**src/rtl/video2ram_f_if.sv**
```systemverilog
// video2ram_f_if: decoded pixel stream in, ring-buffer write port out.
interface video2ram_f_if;
  logic [23:0] in_pixel;
  logic        in_valid;
  logic        in_line_start;
  logic        in_frame_start;
  logic [13:0] wraddr;
  logic [23:0] wrdata;
  logic        wren;
  modport master (output in_pixel, in_valid, in_line_start, in_frame_start,
                  input wraddr, wrdata, wren);
  modport slave (input in_pixel, in_valid, in_line_start, in_frame_start,
                 output wraddr, wrdata, wren);
endinterface

```
**src/rtl/video2ram_f.sv**
```systemverilog
// video2ram_f: crops the decoded pixel stream into the shared line ring buffer.
module video2ram_f #(
  parameter int BUFFER_LINE_LENGTH = 640,
  parameter int RAM_NUMWORDS       = 14720,
  parameter int CAPTURE_X_START    = 0,
  parameter int CAPTURE_Y_START    = 0,
  parameter int CAPTURE_LINES      = 480,
  parameter int TRIGGER_LINES      = 2
) (
  input  logic         clock,
  input  logic         reset,
  video2ram_f_if.slave bus,
  output logic         starttrigger,
  output logic         capture_active,
  output logic         overrun
);
  typedef enum logic [1:0] {IDLE, WAIT_LINE, CAPTURE, FRAME_DONE} state_t;
  localparam logic [10:0] X_LO    = 11'(CAPTURE_X_START);
  localparam logic [10:0] X_LEN   = 11'(BUFFER_LINE_LENGTH);
  localparam logic [10:0] Y_LO    = 11'(CAPTURE_Y_START);
  localparam logic [10:0] N_LINES = 11'(CAPTURE_LINES);
  localparam logic [10:0] N_TRIG  = 11'(TRIGGER_LINES);
  localparam logic [13:0] B_STEP  = 14'(BUFFER_LINE_LENGTH);
  localparam logic [13:0] B_LIM   = 14'(RAM_NUMWORDS - BUFFER_LINE_LENGTH);
  function automatic logic [13:0] next_base(input logic [13:0] b);
    return (b < B_LIM) ? b + B_STEP : '0;
  endfunction
  state_t      state, st1, state_n;
  logic [10:0] raw_y, raw1, cap_y, cap1, x, x1;
  logic [11:0] xr, yr;
  logic [13:0] base, base1;
  logic [1:0]  frames;
  logic        ovr, hit, last;
  // Line/frame starts are resolved first so a pixel arriving with them is index 0 of the new line.
  always_comb begin
    st1   = state;
    raw1  = raw_y;
    cap1  = cap_y;
    base1 = base;
    x1    = x;
    ovr   = 1'b0;
    yr    = '0;
    if (bus.in_frame_start) begin
      raw1  = '0;
      cap1  = '0;
      base1 = '0;
      x1    = '0;
      st1   = (Y_LO == '0) ? CAPTURE : WAIT_LINE;
    end else if (bus.in_line_start && (state == WAIT_LINE || state == CAPTURE)) begin
      raw1  = (raw_y == '1) ? raw_y : raw_y + 11'd1;
      x1    = '0;
      ovr   = (state == CAPTURE);
      cap1  = cap_y + {10'd0, ovr};
      base1 = ovr ? next_base(base) : base;
      yr    = {1'b0, raw1} - {1'b0, Y_LO};
      st1   = (cap1 >= N_LINES) ? FRAME_DONE : !yr[11] ? CAPTURE : WAIT_LINE;
    end
    xr      = {1'b0, x1} - {1'b0, X_LO};
    hit     = bus.in_valid && st1 == CAPTURE && !xr[11] && xr[10:0] < X_LEN;
    last    = hit && xr[10:0] == X_LEN - 11'd1;
    state_n = last ? ((cap1 + 11'd1 >= N_LINES) ? FRAME_DONE : WAIT_LINE) : st1;
  end
  always_ff @(posedge clock or negedge reset)
    if (!reset) state <= IDLE;
    else state <= state_n;
  always_ff @(posedge clock or negedge reset)
    if (!reset) begin
      raw_y        <= '0;
      cap_y        <= '0;
      base         <= '0;
      x            <= '0;
      frames       <= '0;
      starttrigger <= 1'b0;
      overrun      <= 1'b0;
      bus.wren     <= 1'b0;
      bus.wraddr   <= '0;
      bus.wrdata   <= '0;
    end else begin
      raw_y        <= raw1;
      cap_y        <= cap1 + {10'd0, last};
      base         <= last ? next_base(base1) : base1;
      x            <= (bus.in_valid && x1 != '1) ? x1 + 11'd1 : x1;
      frames       <= (bus.in_frame_start && frames != 2'd2) ? frames + 2'd1 : frames;
      starttrigger <= starttrigger | (frames == 2'd1 && cap_y >= N_TRIG);
      overrun      <= ovr;
      bus.wren     <= hit;
      if (hit) begin
        bus.wraddr <= base1 + {3'd0, xr[10:0]};
        bus.wrdata <= bus.in_pixel;
      end
    end
  assign capture_active = (state == CAPTURE);
endmodule

```
**src/flat_wrapper.sv**
```systemverilog
// flat-port wrapper written by rule: the top's interface ports become plain ports
module video2ram_f_flat 
#(
  parameter int BUFFER_LINE_LENGTH = 640,
  parameter int RAM_NUMWORDS       = 14720,
  parameter int CAPTURE_X_START    = 0,
  parameter int CAPTURE_Y_START    = 0,
  parameter int CAPTURE_LINES      = 480,
  parameter int TRIGGER_LINES      = 2
)
  (clock, reset, starttrigger, capture_active, overrun, bus_in_pixel, bus_in_valid, bus_in_line_start, bus_in_frame_start, bus_wraddr, bus_wrdata, bus_wren);
  video2ram_f_if bus_i ();
  input  logic clock;
  input  logic reset;
  output logic starttrigger;
  output logic capture_active;
  output logic overrun;
  input wire logic [$bits(bus_i.in_pixel)-1:0] bus_in_pixel;
  input wire logic [$bits(bus_i.in_valid)-1:0] bus_in_valid;
  input wire logic [$bits(bus_i.in_line_start)-1:0] bus_in_line_start;
  input wire logic [$bits(bus_i.in_frame_start)-1:0] bus_in_frame_start;
  output wire logic [$bits(bus_i.wraddr)-1:0] bus_wraddr;
  output wire logic [$bits(bus_i.wrdata)-1:0] bus_wrdata;
  output wire logic [$bits(bus_i.wren)-1:0] bus_wren;
  assign bus_i.in_pixel = bus_in_pixel;
  assign bus_i.in_valid = bus_in_valid;
  assign bus_i.in_line_start = bus_in_line_start;
  assign bus_i.in_frame_start = bus_in_frame_start;
  assign bus_wraddr = bus_i.wraddr;
  assign bus_wrdata = bus_i.wrdata;
  assign bus_wren = bus_i.wren;
  video2ram_f #(.BUFFER_LINE_LENGTH(BUFFER_LINE_LENGTH), .RAM_NUMWORDS(RAM_NUMWORDS), .CAPTURE_X_START(CAPTURE_X_START), .CAPTURE_Y_START(CAPTURE_Y_START), .CAPTURE_LINES(CAPTURE_LINES), .TRIGGER_LINES(TRIGGER_LINES)) u_core (.clock(clock), .reset(reset), .bus(bus_i), .starttrigger(starttrigger), .capture_active(capture_active), .overrun(overrun));
endmodule
```
**config.mk**
```make
export PLATFORM = sky130hd
export DESIGN_NAME = video2ram_f_flat
export DESIGN_NICKNAME = d
export VERILOG_FILES = /design/src/rtl/video2ram_f_if.sv /design/src/rtl/video2ram_f.sv /design/src/flat_wrapper.sv
export SDC_FILE = /design/constraint.sdc
export NUM_CORES = 1
export LEC_CHECK = 0
export CORE_UTILIZATION = 59
export DETAILED_ROUTE_END_ITERATION = 10
export GPL_ROUTABILITY_DRIVEN = 0
export PLACE_DENSITY = 0.83
export SKIP_LAST_GASP = 1
export SYNTH_ARGS = -nofsm -noshare
export SYNTH_HDL_FRONTEND = slang
export SYNTH_SLANG_ARGS = --single-unit
```
**constraint.sdc**
```tcl
create_clock -name clock -period 9.45 [get_ports clock]
set_input_delay 1.89 -clock clock [delete_from_list [all_inputs] [get_ports clock]]
set_output_delay 1.89 -clock clock [all_outputs]
set_load 0.03 [all_outputs]
```
==> impl_metrics.py, run 1 <==
metrics = {
    "floorplanning": {
        "die_span_in_x_um": 92.3,
        "ioPinCount": 71,
        "die_height_um": 92.3,
        "start_util": 0.617,
        "fp-row-count": 32,
        "core_sq_mm": 0.00781,
        "die_area_sq_mm": 0.00853,
    },
    "clock_tree": {
        "cts_setup_buffers": 0,
        "cts_buffers": 9,
        "htree_num_levels": 3,
        "tritoncts": "done",
        "ctsLongestPathBuffers": 2,
        "cts_root_buf": "clkbuf_8",
        "cts.sink_count": 81,
        "cts_hold_buffers": 0,
        "cts_resized": 0,
        "clock_latency_ns": 0.36,
        "clkTransAtPathRegs_ns": 0.09,
    },
    "detailed_routing": {
        "dr.pass1.iters": 5,
        "first_iter_violations": 246,
        "post-route-drc-count": 0,
        "routed_via_density": 5.93,
        "route.detailed.wl_per_inst_um": 16.3,
        "drtAntennaViolNets": 0,
        "num_vias": 3907,
        "wirelength_um": 10700,
    },
    "grt": {
        "grt_antenna_before_repair": 0,
        "grtUsageTotal": 0.276,
        "first_pass_grt_wire_length_um": 18500,
        "vias_in_the_first_global_route": 3916,
        "grt_max_degree": 82,
        "grt-ovfl-total": 0,
    },
    "power_and_ir_drop": {
        "power_mw": 0.847,
        "worst_ir_drop_vdd_uv": 112,
        "leakage_power_nw": 2.48,
        "powerDensity_mw_per_mm2": 147,
    },
    "worst_setup_path": {
        "critical_path.max_fanout": 15,
        "path_delay_family": "simple AND/OR/NAND/NOR gates",
        "worst_r2r_endpoint": "u_core.cap_y[10]",
        "critPathArrivalTime_ns": 5.56,
        "crit_type": "input pin to flop",
        "worst_setup_path_startpoint": "bus_in_line_start",
        "crit_path_cell_trace": "clkdlybuf4s50_1, nand2b_1, and3_1, ha_1, nand2_1, nor4_1, nand3_1, nor3b_4, ha_1, ha_1, nor4b_2, nand2_1, nor2_1, xor2_1",
        "crit_slowest_cell": "clkdlybuf4s50_1",
        "cp_common_cell": "ha_1",
        "number_of_cells_on_the_worst_reg_to_reg_path": 14,
        "critical_path.reg2reg.startpoint": "u_core.state[1]",
        "cp_num_buf_inv": 1,
        "setup.reg_to_reg.worst_slack_ns": 5.38,
        "worstPathRequired_ns": 9.73,
        "cp-start-kind": "input pin",
        "cp_slowest_stage_delay_ns": 0.57,
        "worstSetupEndpointType": "flop",
    },
    "synth": {
        "ys_seq_elements": 81,
        "post_synth.cell_area_avg_sq_um": 9.83,
        "ys.flop_type": "dfrtp_1",
        "post_synth_inst_count": 490,
        "syn-cell-area_sq_mm": 0.00482,
        "synth_enable_flop_cells": 0,
        "synth.lib_cells_used.distinct": 69,
        "syn_nets": 541,
        "seq_area_frac_synth": 0.421,
        "ys_async_sr_fraction": 1.00,
        "synth.yosys.warnings": 0,
    },
    "timing": {
        "max_slew.worst_pin.slew_ns": 1.00,
        "final.min_clock_period_ns": 5.28,
        "setup_viol": 0,
        "max_slew_margin": 0.331,
        "finalSetupTns_ns": 0,
        "rsz0062_at_grt": "no",
        "hold_violations_final": 0,
        "max_freq_mhz": 189,
        "min_period_over_period": 0.559,
        "fin_skew_ns": 0.00898,
        "report.final.slew_viol_count": 0,
    },
    "run_status": {
        "outcome": "finished, final reports clean",
    },
    "hold_path": {
        "hold_path_end": "u_core.starttrigger",
        "worst_hold_path_type": "flop to flop",
        "min_path_cells": 1,
        "min-delay-start": "u_core.starttrigger",
    },
    "job": {
        "timing.max_cap.violations": 0,
    },
    "finish": {
        "antennaDiodeCount": 0,
        "syn2layout_area_growth_pct": 19.3,
        "post_route_cells_drive_above_1_share": 0.0844,
        "num-nets-final": 603,
    },
    "place": {
        "port_buffers": 70,
        "dp.final_hpwl_um": 7910,
    },
}
## registers in the layout, indices dropped and copies added (netlist names)
| signal | count |
|---|---|
| u_core.bus.wrdata | 24 |
| u_core.base | 14 |
| u_core.bus.wraddr | 14 |
| u_core.cap_y | 11 |
| u_core.x | 11 |
| u_core.frames | 2 |
| u_core.state | 2 |
| u_core.bus.wren | 1 |
| u_core.overrun | 1 |
| u_core.starttrigger | 1 |
## cells by family (layout without fill, tap and decap cells)
kind of cell | Yosys count | after routing | synth area share
xor+xnor | 41 | 41 | 0.0746
buf+inv | 33 | 100 | 0.0314
flops | 81 | 81 | 0.421
mux | 32 | 32 | 0.0743
simple gates | 192 | 192 | 0.213
fa+ha+maj | 22 | 22 | 0.0587
compound gates | 89 | 89 | 0.127
## worst max-delay path by stage
stage                            end  slack, ns  cells past startpoint
finish              u_core.cap_y[10]       4.17                     14
global placement    u_core.cap_y[10]       4.02                     14
floorplan           u_core.cap_y[10]       4.83                     16
CTS                 u_core.cap_y[10]       4.24                     14
global route        u_core.cap_y[10]       3.79                     14
detailed placement  u_core.cap_y[10]       3.88                     14
## per-layer routing
layer | global-route usage | part of all wire
met1 | 0.358 | 0.44
met2 | 0.462 | 0.50
met3 | 0.0493 | 0.043
met4 | 0.100 | 0.021
met5 | 0 | 0
## metrics by stage
step	utilization	cell area [sq um]	worst slack, ns	instances	hold slack, ns
floorplan	-	4820	4.83	490	0.473
global placement	0.711	5550	4.02	643	0.437
detailed placement	0.711	5550	3.88	643	0.448
CTS	0.736	5740	4.24	659	0.467
global route	0.736	5740	3.79	659	0.496
finish	0.736	5740	4.17	659	0.464
## synth_stat cells (all sizes together), types with 5 or more instances
library cell | n | area, sq um
nand2 | 48 | 185
xnor2 | 20 | 175
buf | 13 | 76.3
o21ai | 27 | 143
or3 | 6 | 37.5
and3 | 11 | 68.8
nand2b | 6 | 37.5
ha | 21 | 263
dfrtp | 81 | 2030
a21oi | 17 | 88.8
mux2 | 30 | 338
xor2 | 21 | 184
nor3 | 13 | 65.1
nor2 | 44 | 165
nand3 | 13 | 65.1
nor4 | 6 | 37.5
nand3b | 5 | 50.1
inv | 13 | 48.8
clkbuf | 7 | 26.3
o31ai | 5 | 42.5
and2 | 15 | 93.8
nand4 | 8 | 56.3
## worst register-to-register path, cell delays in order, from the launching register on
cell and delay [ns]:
dfrtp_1 0.41, ha_1 0.30, ha_1 0.29, ha_1 0.34
nand2b_1 0.21, nor4_1 0.33, o41ai_2 0.16, o21ai_2 0.25
nor3b_4 0.46, ha_1 0.25, ha_1 0.18, nor4b_2 0.37
nand2_1 0.15, nor2_1 0.15, xor2_1 0.17
## cells in the final DEF (no fill, tap or decap), drive strengths merged, types with 11 or more instances in the layout
cell / netlist / routed
o21ai: 27 / 27
ha: 21 / 21
a21oi: 17 / 17
and2: 15 / 15
nand2: 48 / 48
xor2: 21 / 21
inv: 13 / 14
dfrtp: 81 / 81
mux2: 30 / 30
nor2: 44 / 44
clkdlybuf4s50: 0 / 69
nor3: 13 / 13
nand3: 13 / 13
xnor2: 20 / 20
and3: 11 / 11
## cell type report
type                    count  area [sq um]
inverters                  13          48.8
multi-input cells         376          2640
flip-flops and latches     81          2030
fillers                   563          2060
clock buffers              10           128
clock inverters             6          67.6
repair buffers             71           706
well taps                 102           128
## power by group
group,leakage (nW),switching (mW),internal [mW],total (mW)
clock network,0.0929,0.130,0.123,0.253
logic,1.34,0.111,0.0856,0.197
registers,1.05,0.0204,0.376,0.397
(Power assumes the default switching activity.)
==> inputs of run 2 (changes only) <==
--- a/config.mk
+++ b/config.mk
@@ -5,10 +5,10 @@
 export SDC_FILE = /design/constraint.sdc
 export NUM_CORES = 1
 export LEC_CHECK = 0
-export CORE_UTILIZATION = 59
+export CORE_UTILIZATION = 55
 export DETAILED_ROUTE_END_ITERATION = 10
 export GPL_ROUTABILITY_DRIVEN = 0
-export PLACE_DENSITY = 0.83
+export PLACE_DENSITY = 0.78
 export SKIP_LAST_GASP = 1
 export SYNTH_ARGS = -nofsm -noshare
 export SYNTH_HDL_FRONTEND = slang
==> constraint.sdc (replaced) <==
create_clock -name clock -period 5.1 [get_ports clock]
set_input_delay 1.02 -clock clock [delete_from_list [all_inputs] [get_ports clock]]
set_output_delay 1.02 -clock clock [all_outputs]
set_load 0.03 [all_outputs]
==> run 2 against run 1 <==
Against the previous run:
- worst setup slack worse by 3.2 ns
- wire length rose by 2.2%
- critical path depth rose by 2
- largest power group unchanged
- clock power grew 110%
- critical path type unchanged
==> impl_metrics.py, run 2 (synthesized netlist as in run 1, its figures left out) <==
metrics = {
    "run_status": {
        "outcome": "finished, final reports clean",
    },
    "finish": {
        "largest_reg_flops": 24,
        "antennaDiodeCount": 0,
        "largest-register": "u_core.bus.wrdata",
        "syn2layout_area_growth_pct": 20.3,
        "finalNonFillerCells": 665,
        "final_design_area_no_fill_sq_mm": 0.00579,
        "post_route_cells_drive_above_1_share": 0.0893,
        "reg.largest.list": "u_core.bus.wrdata: 24 flops, u_core.base: 14 flops, u_core.bus.wraddr: 14 flops",
        "layout.filler_cells": 654,
        "most-common-layout-cells": "dfrtp_1, clkdlybuf4s50_1, nand2_1",
        "layout_commonest_cell": "dfrtp_1",
        "num-nets-final": 606,
    },
    "hold_path": {
        "min-delay-start": "u_core.starttrigger",
        "worst_hold_path_type": "flop to flop",
        "hold_path_end": "u_core.starttrigger",
        "min_path_cells": 1,
    },
    "grt": {
        "grt-ovfl-total": 0,
        "vias_in_the_first_global_route": 3706,
        "grtUsageTotal": 0.258,
        "first_pass_grt_wire_length_um": 17900,
        "grt_antenna_before_repair": 0,
        "grt_max_degree": 82,
    },
    "floorplanning": {
        "start_util": 0.577,
        "die_area_sq_mm": 0.00913,
        "core_sq_mm": 0.00834,
        "die_height_um": 95.6,
        "die_span_in_x_um": 95.6,
        "ioPinCount": 71,
        "fp-row-count": 33,
    },
    "worst_setup_path": {
        "crit_type": "input pin to flop",
        "worst_r2r_endpoint": "u_core.cap_y[10]",
        "number_of_cells_on_the_worst_reg_to_reg_path": 14,
        "worstSetupEndpointType": "flop",
        "setup.reg_to_reg.worst_slack_ns": 1.24,
        "cp-start-kind": "input pin",
        "worstPathRequired_ns": 5.38,
        "critical_path.reg2reg.startpoint": "u_core.state[1]",
        "critPathArrivalTime_ns": 4.44,
        "critical_path.max_fanout": 9,
    },
    "timing": {
        "min_period_over_period": 0.815,
        "max_slew_margin": 0.321,
        "hold_violations_final": 0,
        "report.final.slew_viol_count": 0,
        "rsz0062_at_grt": "no",
        "max_freq_mhz": 241,
        "finalSetupTns_ns": 0,
        "worst_hold_slack_ns": 0.469,
        "setup_viol": 0,
        "final.min_clock_period_ns": 4.16,
        "max_slew.worst_pin.slew_ns": 1.02,
        "fin_skew_ns": 0.00985,
    },
    "place": {
        "detailed_place.area_sq_mm": 0.00558,
        "port_buffers": 70,
        "dp.final_hpwl_um": 7960,
        "placedCellCount": 649,
    },
    "detailed_routing": {
        "wirelength_um": 11000,
        "routed_via_density": 5.86,
        "post-route-drc-count": 0,
        "dr.pass1.iters": 4,
        "route.detailed.wl_per_inst_um": 16.5,
        "first_iter_violations": 299,
        "drtAntennaViolNets": 0,
        "num_vias": 3895,
    },
    "clock_tree": {
        "ctsLongestPathBuffers": 2,
        "tritoncts": "done",
        "cts_setup_buffers": 0,
        "cts.sink_count": 81,
        "cts_hold_buffers": 0,
        "clkTransAtPathRegs_ns": 0.08,
        "clock_latency_ns": 0.36,
        "htree_num_levels": 3,
        "cts_root_buf": "clkbuf_8",
        "cts_resized": 0,
        "cts_buffers": 9,
    },
    "job": {
        "timing.max_cap.violations": 0,
    },
    "power_and_ir_drop": {
        "powerDensity_mw_per_mm2": 280,
        "worst_ir_drop_vdd_uv": 199,
        "leakage_power_nw": 2.51,
    },
}
-- run 2: cell count changes in the layout (fill, tap and decap cells not counted), sizes merged --
cell,change
bufinv,+1
buf,+3
clkinvlp,-1
-- run 2: final cells by class --
| type | instances | area (sq um) | share of cell area |
|---|---|---|---|
| multi-input cells | 376 | 2640 | 0.456 |
| repair buffers | 74 | 728 | 0.126 |
| clock inverters | 6 | 90.1 | 0.0156 |
| clock buffers | 10 | 128 | 0.0220 |
| flip-flops and latches | 81 | 2030 | 0.350 |
| well taps | 105 | 131 | 0.0227 |
| inverters | 13 | 48.8 | 0.00842 |
-- run 2: how the worst max path moves through the flow --
| stage | endpoint | depth (start not counted) | startpoint | slack [ns] |
|---|---|---|---|---|
| 6_report | u_core.cap_y[10] | 16 | bus_in_line_start | 0.94 |
| 5_1_grt | u_core.cap_y[10] | 16 | bus_in_line_start | 0.65 |
| 4_1_cts | u_core.bus.wraddr[12] | 14 | bus_in_line_start | 0.99 |
| 3_5_place_dp | u_core.bus.wraddr[12] | 14 | bus_in_line_start | 0.62 |
| 3_3_place_gp | u_core.bus.wraddr[12] | 14 | bus_in_line_start | 0.75 |
| 2_1_floorplan | u_core.cap_y[10] | 16 | bus_in_frame_start | 1.35 |
-- run 2: routing by layer --
metal  part of all wire  global-route usage  vias to the layer above
li1                   -                   -                     1884
met1               0.44               0.341                     1876
met2               0.49               0.426                      116
met3              0.053              0.0415                       19
met4              0.023              0.0970                        0
met5                  0                   0                        -
-- run 2: power breakdown --
group,internal [mW],switching [mW]
sequential,0.697,0.0379
combinational,0.161,0.206
clock,0.278,0.244
total,1.14,0.488
-- run 2: critical path, stage by stage --
cell,delay (ns)
clkdlybuf4s50_1,0.60
nor2b_1,0.37
nor2_1,0.15
nand2_1,0.10
inv_1,0.11
ha_1,0.22
nand2_1,0.12
nor4_1,0.18
nand3_1,0.16
nor3b_4,0.22
ha_1,0.19
ha_1,0.18
nor4b_2,0.34
nand2_1,0.17
nor2_1,0.16
xor2_1,0.15
-- run 2: per-stage QoR --
| step | util | setup WS [ns] | power [mW] |
|---|---|---|---|
| after floorplan | - | 1.35 | 0.965 |
| after global routing | 0.695 | 0.645 | 1.69 |
| after detailed placement | 0.668 | 0.624 | 1.12 |
| final | 0.695 | 0.943 | 1.62 |
| after CTS | 0.695 | 0.994 | 1.64 |
| after global placement | 0.668 | 0.746 | 1.10 |
